### config.mk
export PLATFORM = sky130hd
export DESIGN_NAME = sdram_port_arbiter
export DESIGN_NICKNAME = d
export VERILOG_FILES = /design/src/rtl/sdram_port_arbiter.sv
export SDC_FILE = /design/constraint.sdc
export NUM_CORES = 1
export LEC_CHECK = 0
export BUFFER_PORTS_ARGS = -buffer_cell sky130_fd_sc_hd__buf_2
export CORE_UTILIZATION = 41
export CTS_BUF_LIST = sky130_fd_sc_hd__clkbuf_8
export CTS_CLUSTER_DIAMETER = 50
export CTS_CLUSTER_SIZE = 28
export DETAILED_ROUTE_END_ITERATION = 12
export PLACE_DENSITY = 0.9
export REMOVE_ABC_BUFFERS = 1
export SLEW_MARGIN = 20
export SYNTH_ARGS = -nofsm -noshare
export SYNTH_HDL_FRONTEND = slang
export SYNTH_SLANG_ARGS = --single-unit
### constraint.sdc
create_clock -name i_clk -period 2.5 [get_ports i_clk]
set_clock_uncertainty 0.05 [all_clocks]
set_input_delay 0.5 -clock i_clk [delete_from_list [all_inputs] [get_ports i_clk]]
set_output_delay 0.5 -clock i_clk [all_outputs]
set_load 0.01 [all_outputs]
### src/rtl/sdram_port_arbiter.sv
// Round-robin arbiter sharing one SDRAM controller port among NUM_REQ masters.
// One access is outstanding at a time. A refresh pulse precedes an access whenever
// the owner changes or the granted master asks for one.
module sdram_port_arbiter #(
    parameter int NUM_REQ = 3,
    parameter int ADDR_W  = 23,
    parameter int DATA_W  = 16
) (
    input  logic                        i_clk,
    input  logic                        i_rst,
    input  logic [NUM_REQ-1:0]          req_read,
    input  logic [NUM_REQ-1:0]          req_write,
    input  logic [NUM_REQ*ADDR_W-1:0]   req_addr,
    input  logic [NUM_REQ*DATA_W-1:0]   req_writedata,
    input  logic [NUM_REQ-1:0]          req_refresh,
    output logic [NUM_REQ-1:0]          req_finished,
    output logic [DATA_W-1:0]           req_readdata,
    output logic                        sdram_read,
    output logic                        sdram_write,
    output logic [ADDR_W-1:0]           sdram_addr,
    output logic [DATA_W-1:0]           sdram_writedata,
    output logic                        sdram_refresh,
    input  logic [DATA_W-1:0]           sdram_readdata,
    input  logic                        sdram_finished
);

    localparam int unsigned NR = NUM_REQ;
    localparam int          GW = (NUM_REQ > 1) ? $clog2(NUM_REQ) : 1;

    typedef enum logic [1:0] {
        IDLE,
        REFR,
        BUSY
    } state_t;

    state_t state;
    state_t state_next;

    logic [GW-1:0]      last_grant;
    logic [GW-1:0]      grant;
    logic [GW-1:0]      prev_owner;
    logic               prev_valid;
    logic               cmd_read;
    logic               cmd_write;

    logic [NUM_REQ-1:0] pending;
    logic [GW-1:0]      sel;
    logic               sel_found;
    logic [ADDR_W-1:0]  sel_addr;
    logic [DATA_W-1:0]  sel_wdata;
    logic               sel_read;
    logic               sel_write;
    logic               sel_refresh;
    logic               need_refresh;

    // A master whose completion pulse is up still holds its old request; mask it.
    assign pending = (req_read | req_write) & ~req_finished;

    // Pick the first pending master after last_grant, wrapping cyclically.
    always_comb begin
        int unsigned idx;
        idx       = 0;
        sel       = '0;
        sel_found = 1'b0;
        for (int unsigned i = 1; i <= NR; i++) begin
            idx = 32'(last_grant) + i;
            if (idx >= NR) begin
                idx = idx - NR;
            end
            for (int unsigned k = 0; k < NR; k++) begin
                if (!sel_found && idx == k && pending[k]) begin
                    sel       = GW'(k);
                    sel_found = 1'b1;
                end
            end
        end
    end

    // Route the selected master's request fields.
    always_comb begin
        sel_addr    = '0;
        sel_wdata   = '0;
        sel_read    = 1'b0;
        sel_write   = 1'b0;
        sel_refresh = 1'b0;
        for (int unsigned k = 0; k < NR; k++) begin
            if (sel == GW'(k)) begin
                sel_addr    = req_addr[k*ADDR_W +: ADDR_W];
                sel_wdata   = req_writedata[k*DATA_W +: DATA_W];
                sel_read    = req_read[k];
                sel_write   = req_write[k];
                sel_refresh = req_refresh[k];
            end
        end
    end

    assign need_refresh = !prev_valid || (sel != prev_owner) || sel_refresh;

    // State register.
    always_ff @(posedge i_clk or negedge i_rst) begin
        if (!i_rst) begin
            state <= IDLE;
        end else begin
            state <= state_next;
        end
    end

    // Next-state logic: IDLE -> (REFR) -> BUSY -> IDLE.
    always_comb begin
        state_next = state;
        case (state)
            IDLE: begin
                if (sel_found) begin
                    state_next = need_refresh ? REFR : BUSY;
                end
            end
            REFR: state_next = BUSY;
            BUSY: begin
                if (sdram_finished) begin
                    state_next = IDLE;
                end
            end
            default: state_next = IDLE;
        endcase
    end

    // Command and refresh outputs decoded from state and the latched command.
    always_comb begin
        sdram_read    = 1'b0;
        sdram_write   = 1'b0;
        sdram_refresh = 1'b0;
        case (state)
            REFR: sdram_refresh = 1'b1;
            BUSY: begin
                sdram_read  = cmd_read;
                sdram_write = cmd_write;
            end
            default: ;
        endcase
    end

    // Latch the granted request in IDLE; on completion pulse the owner and update history.
    always_ff @(posedge i_clk or negedge i_rst) begin
        if (!i_rst) begin
            last_grant      <= GW'(NR - 1);
            prev_owner      <= '0;
            prev_valid      <= 1'b0;
            grant           <= '0;
            cmd_read        <= 1'b0;
            cmd_write       <= 1'b0;
            sdram_addr      <= '0;
            sdram_writedata <= '0;
            req_finished    <= '0;
            req_readdata    <= '0;
        end else begin
            req_finished <= '0;
            if (state == IDLE && sel_found) begin
                grant           <= sel;
                cmd_write       <= sel_write;
                cmd_read        <= sel_read & ~sel_write;
                sdram_addr      <= sel_addr;
                sdram_writedata <= sel_wdata;
            end
            if (state == BUSY && sdram_finished) begin
                req_finished[grant] <= 1'b1;
                if (cmd_read) begin
                    req_readdata <= sdram_readdata;
                end
                last_grant <= grant;
                prev_owner <= grant;
                prev_valid <= 1'b1;
            end
        end
    end

endmodule
==> results of run 1 <==
[flip-flops by register name (all words and copies together) (netlist names)]
name / cells
prev_valid: 1
cmd_write: 1
sdram_writedata: 16
req_readdata: 16
sdram_addr: 23
state: 2
last_grant: 2
cmd_read: 1
req_finished: 3
prev_owner: 1
grant: 2
[final cells by class]
cell class | instances | area (um2) | area share (%)
inverter | 5 | 21.27 | 0.3778
multi-input combinational | 283 | 2056 | 36.51
tap | 105 | 131.4 | 2.333
clock buffer | 9 | 123.9 | 2.200
clock inverter | 7 | 80.08 | 1.422
sequential | 68 | 1703 | 30.24
timing repair buffer | 243 | 1515 | 26.91
[cells by family (layout without fill, tap and decap cells)]
logic type | Yosys count | in the layout
buffers and inverters | 36 | 264
DFF | 68 | 68
AOI/OAI and AO/OA | 123 | 123
adders and majority gates | 4 | 4
and+or+nand+nor | 138 | 138
muxes | 18 | 18
[Yosys cell counts, types with 7 or more instances]
master and n:
a21oi_1 19, a221oi_1 17, and3_1 24, buf_2 7
clkbuf_1 17, dfrtp_1 67, mux2_2 17, nand2_1 34
nand3_1 44, nor2_1 20, o21ai_0 43, o21ai_1 28
[placed cells by master, fill, tap and decap left out, types with 2 or more instances in the layout]
master	n
inv_1	3
nor2b_1	2
nand2b_1	3
o21ai_0	25
dfrtp_1	67
inv_6	4
a31o_2	2
mux2_2	17
nand2_1	33
and3_1	9
buf_6	5
a21oi_1	19
buf_2	205
o21ba_2	2
nor2_1	20
ha_4	3
buf_12	9
o21bai_1	2
a221oi_2	9
o21ai_1	21
and2_1	2
and3_4	14
o21ai_2	24
o2bb2ai_4	2
clkbuf_8	9
clkinvlp_4	2
clkbuf_16	3
a221oi_1	8
buf_4	20
nand3_1	44
[layer usage]
layer | global-route usage (%) | wire length, um | vias up
met1 | 26.78 | 4614 | 1993
li1 | - | - | 1854
met2 | 51.79 | 7112 | 214
met3 | 7.018 | 1008 | 16
met5 | 0 | 0 | -
met4 | 8.586 | 170 | 0
[power groups by stage]
stage / sequential, W / combinational, W / clock (W)
finish: 0.00198 / 0.00635 / 0.000938
global route: 0.00205 / 0.00682 / 0.00101
CTS: 0.00197 / 0.00522 / 0.000961
detailed placement: 0.00199 / 0.00481 / 0
global placement: 0.00195 / 0.00458 / 0
floorplan: 0.00217 / 0.00248 / 0
[metrics by stage]
stage,std cells,setup slack (ns),hold slack (ns)
after floorplan,356,-1.657,0.1544
after global placement,692,0.03712,0.4150
after detailed placement,692,-0.07029,0.4234
after CTS,714,0.003161,0.08135
after global routing,720,-0.05425,0.1058
final,720,0.01182,0.08265
[worst paths after layout]
check,from,slack (ns),to
max reg2reg,last_grant[1]$_DFFE_PN1P_,0.01,sdram_addr[5]$_DFFE_PN0P_
min,i_rst,0.08,req_readdata[0]$_DFFE_PN0P_
max in group asynchronous,i_rst,1.72,sdram_addr[0]$_DFFE_PN0P_
min reg2reg,grant[0]$_DFFE_PN0P_,0.44,req_finished[2]$_DFF_PN0_
min in group i_clk,sdram_readdata[1],0.33,req_readdata[1]$_DFFE_PN0P_
max,last_grant[1]$_DFFE_PN1P_,0.01,sdram_addr[5]$_DFFE_PN0P_
[timing repair]
| action | in CTS | in global routing |
|---|---|---|
| setup buffers | 5 | 2 |
| setup endpoints to repair | 43 | 44 |
| pin swaps | 4 | 28 |
| gates cloned | 1 | 4 |
| gates resized for setup | 22 | 74 |
==> results.md, run 1 <==
- Status: complete, no violations
- Clk Latency, worst-skew pair: about 0.35 ns
- Total CTS buffers: 9
- Yosys warns: 0
- Startpoint Class: register
- Fin crit share: between 90% and 100%
- GRT Total Usage: between 20% and 30%
- Synth Area in XOR/XNOR: 0%
- Worst Setup End Kind: register
- Final min period: 2.488 ns
- CTS tree: yes
- Internal power: roughly 0.0052 W
- P_leak: 2.750 nW
- Synth Area in Compound Gates: 20.69%
- Width of the die: around 95 um
- Initial Util: between 40% and 50%
- Pin count of the biggest net entering global routing: 35
- Post-synth EDFFs: 0
- Num ports: 206
- Via count: about 4,100
- Switching share of power: roughly 44%
- Cell Rows: 33
- CP Class: reg -> reg
- Total wire length: 12,910 um
- Worst reg2reg path depth: 12
- Root Driver: clkbuf_8
- Comb pwr share: around 70%
- Crit Path Max Fanout: 8
- Htree depth: 3
- Peak VDD IR: 0.0008287 V
- Placer congestion estimate: approximately 0.85
- Buffers from clock root to sink, at most: 2
- Post-DP HPWL: slightly below 9000 um
- Core area: 8299 um2
- Routed len/inst: around 18 um
- Largest family of logic cells by synthesized area: compound AO/OA/AOI/OAI gates
- Max frequency: roughly 0.4 GHz
- Area of the mapped netlist: 3562 um2
- Antenna cells: 0
- Initial DRC count: 171
- IO buf count: between 200 and 250
- Synth area leaders: dfrtp_1 (47%), nand3_1 (6.2%), o21ai_0 (6.0%)
- Adder-cell area share of the yosys netlist: about 1.4%
- Post-Syn Instances: ~390
- Clock-pin slew on the worst setup and hold paths: 0.08 ns
- Synth area leader: dfrtp_1
- Synthesized area per cell: 9.205 um2
- Asr flop ratio synth: 100.0%
- Critical Path, Cell by Cell: inv_4 -> ha_4 -> nor2b_4 -> o2bb2ai_4 -> buf_6 -> o31ai_4 -> buf_6 -> a31oi_4 -> buf_12 -> buf_6 -> o21ai_1 -> o21ai_2
- Path type of the worst min-delay path: in -> async
- Tot Pwr: 0.009276 W
- Nets@finish: approximately 760
- Count of buffer and inverter cells on the critical path: 5
- WP data arrival: between 2 and 3 ns
- Finished layout cell area: ~5600 um2
- Worst Tran Pin Value: between 0.5 and 0.6 ns
- Hold buffers post-CTS: 0
- Die Height: 95.21 um
- DIE AREA: roughly 9100 um2
- Setup_tns: 0 ns
- Max stage delay on crit path: between 0.5 and 0.6 ns
- # setup viols final: 0
- Post-synthesis register bit count: 68
- Synth Area in Simple Gates: between 10% and 20%
- Prevailing post-synth register cell: dfrtp_1
- Final core utilization: approximately 68%
- P per Cell Area: ~1600 nW/um2
- FILL cells: approximately 630
- Drt pass-1 iters: 5
- Post-route DRC: 0
- RSZ-0062 raised after global routing: true
- Initial antenna violation count: 0
- Sw power: between 0.004 and 0.005 W
- Sequential element share of the synthesized area: 47.80%
- Distinct cells, synth: 44
- Remaining Overflow, GRT: 0
- Worst path slowest cell: dfstp_2
- Critical Path RT: roughly 2.7 ns
- Relative slew slack: 62.14%
- Multiplexer share of the synthesized area: roughly 5.7%
- Max cap viols: 0
- CP delay by family, top: buffers and inverters
- First-pass GRT wire length: between 15,000 and 20,000 um
- Vias in the first global route: 3,797
- Clock sink count: between 60 and 70
- Clock power frac: 10.1%
- Pins Over Slew Limit: 0
- Most frequent CP cell: buf_6
- Critical path depth: 12
- Final Hold Vio Count: 0
- Seq pwr share: between 20% and 30%
- DR vias/cell: around 5.7
- Top cell type's share of synthesized area: 47.07%
- P&R area growth vs syn: 58.06%
- Post-route ant nets: 0
- Share of layout cells above drive strength 1: a little under three fifths
- Area of placed instances: just under 5000 um2
Note: power is estimated with default switching activity, not from simulation.
==> inputs of run 2 (changes only) <==
--- a/config.mk
+++ b/config.mk
@@ -6,13 +6,14 @@
 export NUM_CORES = 1
 export LEC_CHECK = 0
 export BUFFER_PORTS_ARGS = -buffer_cell sky130_fd_sc_hd__buf_2
-export CORE_UTILIZATION = 41
+export CORE_UTILIZATION = 46
 export CTS_BUF_LIST = sky130_fd_sc_hd__clkbuf_8
 export CTS_CLUSTER_DIAMETER = 50
 export CTS_CLUSTER_SIZE = 28
 export DETAILED_ROUTE_END_ITERATION = 12
-export PLACE_DENSITY = 0.9
+export PLACE_DENSITY = 0.94
 export REMOVE_ABC_BUFFERS = 1
+export SETUP_SLACK_MARGIN = 0.02
 export SLEW_MARGIN = 20
 export SYNTH_ARGS = -nofsm -noshare
 export SYNTH_HDL_FRONTEND = slang
==> constraint.sdc (replaced) <==
create_clock -name i_clk -period 2.3 [get_ports i_clk]
set_clock_uncertainty 0.05 [all_clocks]
set_input_delay 0.46 -clock i_clk [delete_from_list [all_inputs] [get_ports i_clk]]
set_output_delay 0.46 -clock i_clk [all_outputs]
set_load 0.01 [all_outputs]
==> results.md, run 2 (synthesis results as in run 1) <==
- Post-DP HPWL: 9361 um
- Commonest non-fill, non-tap cells in the layout: buf_2 (205), dfrtp_1 (67), nand3_1 (42)
- Pins Over Slew Limit: 0
- Initial antenna violation count: 1
- CP Class: reg -> reg
- Startpoint Class: register
- Critical Path, Cell by Cell: inv_4 -> ha_4 -> nor2b_4 -> o2bb2ai_2 -> nor4b_4 -> buf_4 -> a211o_4 -> buf_12 -> a221oi_1 -> a21oi_1
- DIE AREA: 8100 um2
- Placed insts: 688
- CTS tree: yes
- Failing checks: negative setup slack
- Buffers from clock root to sink, at most: 2
- DR vias/cell: approximately 6
- IO buf count: around 200
- FILL cells: slightly above 500
- Root Driver: clkbuf_8
- Drt pass-1 iters: 5
- Status: complete, but fails checks
- Switching share of power: a little under half
- Htree depth: 3
- Worst Setup End Kind: register
- Seq pwr share: around 23%
- Tot Pwr: 0.009751 W
- Max cap viols: 0
- Register-to-register setup slack: -0.33 ns
- Critical Path RT: around 2.5 ns
- Max frequency: ~0.38 GHz
- Vias in the first global route: ~4,200
- Width of the die: 90 um
- Worst path slowest cell: dfstp_2
- Clock sink count: 68
- GRT Total Usage: roughly a third
- Fin cells: 716
- Max reg flops: 23
- Worst reg2reg path depth: 10
- RSZ-0062 raised after global routing: true
- # setup viols final: 44
- Cell Rows: 31
- Routed len/inst: 20.70 um
- Core area: between 7000 and 8000 um2
- Placer congestion estimate: ~0.83
- Worst Tran Pin Value: 0.5224 ns
- Post-route DRC: 0
- Remaining Overflow, GRT: 0
- Nets@finish: between 700 and 800
- Sw power: ~0.0044 W
- Top reg by flops: sdram_addr
- Clock-pin slew on the worst setup and hold paths: roughly 0.08 ns
- Crit Path Max Fanout: 12
- Comb pwr share: ~66%
- Reg2reg end: sdram_addr[1]$_DFFE_PN0P_
- Path type of the worst min-delay path: in -> async
- Via count: 4,275
- Share of layout cells above drive strength 1: 52.03%
- Peak VDD IR: about 0.00075 V
- Final min period: between 2 and 3 ns
- Die Height: about 90 um
- Pin count of the biggest net entering global routing: 35
- Setup ws final: -0.3324 ns
- Top Registers: sdram_addr x23, req_readdata x16, sdram_writedata x16
- Post-route ant nets: 0
- P&R area growth vs syn: 54.86%
- Relative slew slack: around 65%
- Clk Latency, worst-skew pair: ~0.34 ns
- Total wire length: around 15,000 um
- P_leak: ~2.7 nW
- WP data arrival: 2.80 ns
- Setup_tns: -5.044 ns
- R2r startpoint: last_grant[1]$_DFFE_PN1P_
- Initial Util: between 40% and 50%
- Initial DRC count: 289
- Final Hold Vio Count: 0
- Pre-CTS WS: -0.3530 ns
- Num ports: 206
- P per Cell Area: between 1500 and 2000 nW/um2
- Total CTS buffers: 9
- Fin crit share: 114.5%
- Max stage delay on crit path: around 0.55 ns
- Most common cell after layout, fill and taps aside: buf_2
- Internal power: 0.005362 W
- First-pass GRT wire length: between 20,000 and 25,000 um
- Clock power frac: around 11%
## run 2: critical path, delay by kind of cell, from the launching register on
| family | cells | cell delay (ns) |
|---|---|---|
| fa+ha+maj | 1 | 0.22 |
| flops | 1 | 0.55 |
| simple gates | 2 | 0.21 |
| buf+inv | 3 | 0.37 |
| compound gates | 4 | 1.10 |
## run 2: power groups by stage
| stage | clock [W] | sequential, W | combinational [W] |
|---|---|---|---|
| 2_1_floorplan | 0 | 0.00236 | 0.00267 |
| 3_3_place_gp | 0 | 0.00213 | 0.00500 |
| 6_report | 0.00108 | 0.00224 | 0.00643 |
| 4_1_cts | 0.00108 | 0.00218 | 0.00581 |
| 3_5_place_dp | 0 | 0.00217 | 0.00528 |
| 5_1_grt | 0.00114 | 0.00229 | 0.00686 |
## run 2: cell type report
class	instances	area, um2	share of cell area, %
Antenna cell	2	5.005	0.09072
Clock buffer	9	123.9	2.245
Clock inverter	7	92.59	1.678
Inverter	5	21.27	0.3856
Multi-Input combinational cell	283	1928	34.95
Sequential cell	68	1703	30.87
Tap cell	99	123.9	2.245
Timing Repair Buffer	243	1519	27.53
## run 2: how the worst max path moves through the flow
stage / depth (start not counted) / start / end
2_1_floorplan: 8 / last_grant[1]$_DFFE_PN1P_ / state[1]$_DFFE_PN0P_
3_3_place_gp: 9 / last_grant[1]$_DFFE_PN1P_ / sdram_writedata[11]$_DFFE_PN0P_
3_5_place_dp: 9 / last_grant[1]$_DFFE_PN1P_ / grant[0]$_DFFE_PN0P_
4_1_cts: 11 / last_grant[1]$_DFFE_PN1P_ / sdram_addr[20]$_DFFE_PN0P_
5_1_grt: 11 / last_grant[1]$_DFFE_PN1P_ / sdram_writedata[1]$_DFFE_PN0P_
6_report: 10 / last_grant[1]$_DFFE_PN1P_ / sdram_addr[1]$_DFFE_PN0P_
## run 2: metrics by stage
step | hold slack (ns) | utilization [%] | cell area, um2
floorplan | 0.1144 | - | 3413
global placement | 0.3760 | 66.84 | 4926
detailed placement | 0.3829 | 66.84 | 4926
CTS | 0.01909 | 72.82 | 5366
global route | 0.02221 | 74.82 | 5514
finish | 0.009599 | 74.86 | 5517
## run 2: repair_timing
item,CTS,global route
cloned,1,2
hold buffers,0,0
gates resized for setup,37,25
pin swaps,5,1
setup endpoints to repair,45,45
setup buffers,7,0
## run 2: layer usage
metal / up-vias / global-route usage [%] / routed length, um
met3: 87 / 7.614 / 1328
met2: 333 / 60.18 / 7433
met4: 0 / 22.85 / 1062
li1: 1860 / - / -
met1: 1995 / 35.96 / 4997
met5: - / 0 / 0
